[config.mk]
export PLATFORM = sky130hd
export DESIGN_NAME = raymarch_pixel_scheduler
export DESIGN_NICKNAME = d
export VERILOG_FILES = /design/src/rtl/raymarch_pixel_scheduler.sv
export SDC_FILE = /design/constraint.sdc
export NUM_CORES = 2
export LEC_CHECK = 0
export CAP_MARGIN = 25
export CORE_MARGIN = 2
export CORE_UTILIZATION = 45
export CTS_BUF_LIST = sky130_fd_sc_hd__clkbuf_16
export DETAILED_ROUTE_END_ITERATION = 6
export MAX_ROUTING_LAYER = met4
export SKIP_CTS_REPAIR_TIMING = 1
export SLEW_MARGIN = 20
export SYNTH_ARGS = -nofsm -noshare
export SYNTH_HDL_FRONTEND = slang
export SYNTH_SLANG_ARGS = --single-unit
export TNS_END_PERCENT = 50
[constraint.sdc]
create_clock -name clk -period 9.9 [get_ports clk]
set_clock_uncertainty 0.2 [all_clocks]
set_input_delay 1.98 -clock clk [delete_from_list [all_inputs] [get_ports clk]]
set_output_delay 1.98 -clock clk [all_outputs]
set_load 0.01 [all_outputs]
[src/rtl/raymarch_pixel_scheduler.sv]
// Raster-order pixel issuer for the raymarcher with a latency-matched tag line and credit-limited return FIFO.
// Optional RAYSCHED_AUTO_RESTART_EN: restart the next frame directly from DRAIN instead of returning to IDLE.
module raymarch_pixel_scheduler #(
  parameter int SCREEN_WIDTH  = 640,
  parameter int SCREEN_HEIGHT = 480,
  parameter int CORDW         = 10,
  parameter int LATENCY       = 24,
  parameter int FIFO_DEPTH    = 32,
  parameter int ADDRW         = 19
) (
  input  logic             clk,
  input  logic             reset,
  input  logic             start,
  output logic             busy,
  output logic             frame_done,
  output logic [CORDW-1:0] pixel_x,
  output logic [CORDW-1:0] pixel_y,
  input  logic [7:0]       red,
  input  logic [7:0]       green,
  input  logic [7:0]       blue,
  output logic             fb_wr_valid,
  input  logic             fb_wr_ready,
  output logic [ADDRW-1:0] fb_wr_addr,
  output logic [23:0]      fb_wr_data,
  output logic [1:0]       dbg_state_o
);

  // Handshake: a write transfers on any edge where fb_wr_valid && fb_wr_ready;
  // while valid is high and ready is low, addr/data stay fixed on the FIFO head.

  localparam int PTRW = $clog2(FIFO_DEPTH);
  localparam int CNTW = PTRW + 1;
  localparam int OCCW = $clog2(LATENCY + FIFO_DEPTH + 1);
  localparam logic [CORDW-1:0] X_LAST = CORDW'(SCREEN_WIDTH - 1);
  localparam logic [CORDW-1:0] Y_LAST = CORDW'(SCREEN_HEIGHT - 1);

  typedef enum logic [1:0] {
    S_IDLE  = 2'd0,
    S_ISSUE = 2'd1,
    S_DRAIN = 2'd2
  } state_t;

  state_t           state_q, state_d;
  logic [CORDW-1:0] x_q, x_d, y_q, y_d, px_q, px_d, py_q, py_d;
  logic [ADDRW-1:0] addr_q, addr_d;
  logic             frame_done_q, frame_done_d;

  logic [LATENCY-1:0]    dl_valid_q;
  logic [ADDRW-1:0]      dl_addr_q [LATENCY];
  logic [ADDRW+23:0]     fifo_mem_q [FIFO_DEPTH];
  logic [PTRW-1:0]       wr_ptr_q, rd_ptr_q;
  logic [CNTW-1:0]       count_q;
  logic [ADDRW+23:0]     fifo_head;

  logic            issue, push, pop, fifo_empty, fifo_full, credit_ok, drain_done, last_pixel;
  logic [OCCW-1:0] inflight, occupancy;

  always_comb begin
    inflight = '0;
    for (int i = 0; i < LATENCY; i++) begin
      inflight = inflight + OCCW'(dl_valid_q[i]);
    end
  end

  assign fifo_empty = (count_q == '0);
  assign fifo_full  = (count_q == CNTW'(FIFO_DEPTH));
  assign push       = dl_valid_q[LATENCY-1];
  assign pop        = !fifo_empty && fb_wr_ready;
  // Credits cover both pixels still in the raymarcher and entries already buffered.
  assign occupancy  = inflight + OCCW'(count_q);
  assign credit_ok  = (occupancy < OCCW'(FIFO_DEPTH));
  assign last_pixel = (x_q == X_LAST) && (y_q == Y_LAST);
  assign drain_done = (inflight == '0) && fifo_empty && !push && !pop;

  always_comb begin
    state_d      = state_q;
    x_d          = x_q;
    y_d          = y_q;
    px_d         = px_q;
    py_d         = py_q;
    addr_d       = addr_q;
    issue        = 1'b0;
    frame_done_d = 1'b0;
    case (state_q)
      S_IDLE: begin
        if (start) begin
          state_d = S_ISSUE;
          x_d     = '0;
          y_d     = '0;
          addr_d  = '0;
        end
      end
      S_ISSUE: begin
        if (credit_ok) begin
          issue  = 1'b1;
          px_d   = x_q;
          py_d   = y_q;
          addr_d = addr_q + ADDRW'(1);
          if (x_q == X_LAST) begin
            x_d = '0;
            y_d = (y_q == Y_LAST) ? '0 : y_q + CORDW'(1);
          end else begin
            x_d = x_q + CORDW'(1);
          end
          if (last_pixel) state_d = S_DRAIN;
        end
      end
      S_DRAIN: begin
        if (drain_done) begin
          frame_done_d = 1'b1;
`ifdef RAYSCHED_AUTO_RESTART_EN
          state_d = S_ISSUE;
          x_d     = '0;
          y_d     = '0;
          addr_d  = '0;
`else
          state_d = S_IDLE;
`endif
        end
      end
      default: state_d = S_IDLE;
    endcase
  end

  always_ff @(posedge clk) begin
    if (reset) begin
      state_q      <= S_IDLE;
      x_q          <= '0;
      y_q          <= '0;
      px_q         <= '0;
      py_q         <= '0;
      addr_q       <= '0;
      frame_done_q <= 1'b0;
      dl_valid_q   <= '0;
      wr_ptr_q     <= '0;
      rd_ptr_q     <= '0;
      count_q      <= '0;
    end else begin
      state_q      <= state_d;
      x_q          <= x_d;
      y_q          <= y_d;
      px_q         <= px_d;
      py_q         <= py_d;
      addr_q       <= addr_d;
      frame_done_q <= frame_done_d;
      dl_valid_q[0] <= issue;
      for (int i = 1; i < LATENCY; i++) dl_valid_q[i] <= dl_valid_q[i-1];
      if (push) wr_ptr_q <= wr_ptr_q + PTRW'(1);
      if (pop)  rd_ptr_q <= rd_ptr_q + PTRW'(1);
      case ({push, pop})
        2'b10:   count_q <= count_q + CNTW'(1);
        2'b01:   count_q <= count_q - CNTW'(1);
        default: count_q <= count_q;
      endcase
    end
  end

  // Address tags and FIFO storage carry no reset; only the valid bits and pointers matter.
  always_ff @(posedge clk) begin
    dl_addr_q[0] <= addr_q;
    for (int i = 1; i < LATENCY; i++) dl_addr_q[i] <= dl_addr_q[i-1];
    if (push) fifo_mem_q[wr_ptr_q] <= {dl_addr_q[LATENCY-1], red, green, blue};
  end

  assert property (@(posedge clk) disable iff (reset) !(push && fifo_full && !pop));

  assign fifo_head   = fifo_mem_q[rd_ptr_q];
  assign fb_wr_valid = !fifo_empty;
  assign fb_wr_addr  = fb_wr_valid ? fifo_head[ADDRW+23:24] : '0;
  assign fb_wr_data  = fb_wr_valid ? fifo_head[23:0] : '0;
  assign busy        = (state_q != S_IDLE);
  assign frame_done  = frame_done_q;
  assign pixel_x     = px_q;
  assign pixel_y     = py_q;
  assign dbg_state_o = state_q;

endmodule

==> impl_metrics.ini <==
[cts]
clk_latency_ps = 810
clk_path_buf_depth = 3
root_buffer = clkbuf_16
clk_pin_slew_worst_paths_ps = 60
cts_inserted_buffers = 187
clock_sinks = 1939
cts.htree.levels = 4
cts_tree = yes

[status]
outcome = complete, no violations

[critical_path]
worstSetupStartpointType = flop
required_ps = 7720
worstPathArrival_ps = 4600
crit_chain = buf_12, mux4_2, mux4_2, inv_1, o22ai_1, clkdlybuf4s50_1
worstSetupPathType = flop to output port
cp_num_buf_inv = 3
worstSetupEndpointType = output port
path_max_fanout = 104
cp_common_cell = mux4_2
cp_slowest_stage_delay_ps = 920
cpMaxStageDelayCell = dfxtp_4
critPathTopFamily = buffers and inverters

[timing]
fin_crit_ps = 6781
fmax_mhz = 147.5
fin_tns_setup_ps = 0
slew_violations = 0
setup_slack_ps = 3119
relSlewSlack_pct = 24.11
setup_violations = 0
post-route-period-util_pct = 68.50
rsz0062_at_grt = no
hold_violations = 0
worst_pin_slew_ps = 1138

[route]
via_per_inst = 5.586
dr.pass1.iters = 5
post-route-drc-count = 0
num_vias = 30290
ant_nets = 0
drt-initial-drc-count = 3060
wl_per_cell_um = 26.87
routed_wl_mm = 145.7

[cells_and_area]
final_nets = 3413
syn_to_final_growth_pct = 14.53
fin_area_mm2 = 0.07608
utilization_pct = 52.08
drive_above_1_share_pct = 23.26

[floorplan]
fp-row-count = 140
die_h_um = 388.2
coreArea_mm2 = 0.1461
die_area_mm2 = 0.1507
start_util_pct = 45.47
io_pins = 96
die_w_um = 388.2

[synthesis]
synth.avg_cell_area_um2 = 21.24
ys_warn_count = 0
synth_seq_cells = 1939
async_flop_share_pct = 0
synth-edff-count = 1376
synth.distinct_cells = 51
synth_flop_cell = edfxtp_1
postSynthCellCount = 3127
syn_area_mm2 = 0.06643
syn_nets = 3196
ys_seq_area_share_pct = 79.17

[place]
finalWeightedCongestion = 0.7486
dp.final_hpwl_mm = 72.33
placed_cell_area_mm2 = 0.07006
portBuffers = 95
dp_slack_ps = 3303

[global_route]
track_usage_pct = 20.02
grt_max_degree = 169
gr-total-overflow = 0
grt_first_pass_wirelength_mm = 212.9
grt_pass1_vias = 31790
grt_antenna_before_repair = 4

[power_and_ir_drop]
total_power_mw = 15.49
peakVddDrop_uv = 153.4
powerDensity_mw_per_mm2 = 203.6
p_leak_nw = 24.90

[worst_hold_path]
hold_class = flop to flop

[run]
maxCapViolations = 0
-- final timing paths --
| path | startpoint | end | slack [ps] | cells past startpoint |
|---|---|---|---|---|
| worst max-delay path | flop | fb_wr_data[16] | 3120 | 6 |
| worst min-delay path | dl_addr_q[0][98] | dl_addr_q[0][117] | 120 | 0 |
| worst max register to register | dl_valid_q[11] | addr_q[15] | 3280 | 18 |
| worst min register to register | dl_addr_q[0][98] | dl_addr_q[0][117] | 120 | 0 |
-- power breakdown --
group	internal, mW	leakage, nW	switching, mW
sequential	8.65	17.3	0.00969
combinational	0.0203	4.53	0.0691
clock	3.78	3.09	2.96
-- area by class of cell --
type                       count  area [um^2]
fill                       11330        70010
antenna                        2        5.005
tap                         1917         2399
clock buffer                 197         4930
sequential                  1939        52610
multi-input combinational    919        13010
inverter                     134        503.0
clock inverter               152        947.2
timing repair buffer         163         1679
-- Yosys cell counts (all sizes together), types with 2 or more instances --
| cell | number | area [um^2] |
|---|---|---|
| edfxtp | 1376 | 41320 |
| dfxtp | 563 | 11270 |
| mux4 | 430 | 9684 |
| inv | 134 | 503.0 |
| clkbuf | 100 | 375.4 |
| nor2 | 91 | 341.6 |
| nand2 | 70 | 262.8 |
| a21oi | 54 | 270.3 |
| o22ai | 43 | 269.0 |
| buf | 35 | 167.7 |
| xnor2 | 25 | 219.0 |
| ha | 23 | 287.8 |
| nand3 | 23 | 115.1 |
| fa | 18 | 360.4 |
| nand4 | 15 | 100.1 |
| o21ai | 15 | 78.83 |
| nor3 | 14 | 70.07 |
| xor2 | 10 | 87.58 |
| nand2b | 9 | 56.30 |
| a21o | 8 | 60.06 |
| nor2b | 7 | 43.79 |
| nor3b | 7 | 52.55 |
| and3 | 6 | 37.54 |
| nor4 | 6 | 37.54 |
| or3 | 6 | 37.54 |
| a2111oi | 4 | 35.03 |
| a211oi | 4 | 30.03 |
| mux2i | 4 | 40.04 |
| o211ai | 3 | 22.52 |
| o31ai | 3 | 22.52 |
| or2 | 3 | 18.77 |
| and2 | 2 | 12.51 |
| and4 | 2 | 20.02 |
| nand4b | 2 | 17.52 |
-- kinds of logic (layout without fill, tap and decap cells) --
family	count (synthesis)	in the layout	share of synthesized area [%]
DFF	1939	1939	79.17
muxes	434	434	14.64
buffers and inverters	269	646	1.575
and+or+nand+nor	267	267	1.895
AOI/OAI and AO/OA	142	142	1.290
adders and majority gates	41	41	0.9756
xor gates and xnor gates	35	35	0.4614
other	0	2	0
-- per-stage QoR --
step / std cells / hold slack (ps)
3_5_place_dp: 5060 / 112.1
2_1_floorplan: 3127 / 109.6
3_3_place_gp: 5054 / 110.3
4_1_cts: 5409 / 117.1
5_1_grt: 5423 / 123.1
6_report: 5423 / 116.4
-- metal layers --
layer | share of wire, % | track usage [%] | vias to the layer above
met2 | 48 | 31.05 | 1053
met3 | 6.7 | 3.338 | 225
met5 | 0 | - | -
met4 | 2.2 | 5.292 | 0
met1 | 43 | 27.77 | 16160
li1 | - | - | 12850
-- worst register-to-register path, stage by stage (launching register included) --
cell       delay [ps]
dfxtp_1           320
inv_1              70
fa_1              570
fa_1              440
fa_1              540
fa_1              430
fa_1              490
inv_1              40
ha_1              210
fa_1              460
a21o_1            170
a21o_1            190
ha_1              300
a21oi_1           220
mux2i_1           390
a31o_2            800
a2111oi_0         350
xnor2_1           230
nor2_1             60
-- cell usage in the layout, fill, tap and decap left out, drive strengths merged, types with 8 or more instances in the layout --
cell type / n
nor2: 91
o22ai: 43
clkbuf: 197
xor2: 10
edfxtp: 1376
buf: 81
ha: 23
xnor2: 25
clkdlybuf4s50: 82
a21oi: 54
nand2: 70
nand4: 15
a21o: 8
fa: 18
dfxtp: 563
nand2b: 9
nor3: 14
o21ai: 15
nand3: 23
mux4: 430
clkinv: 73
inv: 203
-- state kept, by name, summed over array words and instances, names as in the netlist, named ones only --
| signal | flops |
|---|---|
| pixel_y | 10 |
| dl_addr_q | 456 |
| addr_q | 19 |
| frame_done | 1 |
| y_q | 10 |
| rd_ptr_q | 5 |
| x_q | 10 |
| dl_valid_q | 24 |
| count_q | 6 |
| dbg_state_o | 2 |
| fifo_mem_q | 1376 |
| wr_ptr_q | 5 |
| pixel_x | 10 |
No activity file was read; power rests on OpenSTA's default activity.
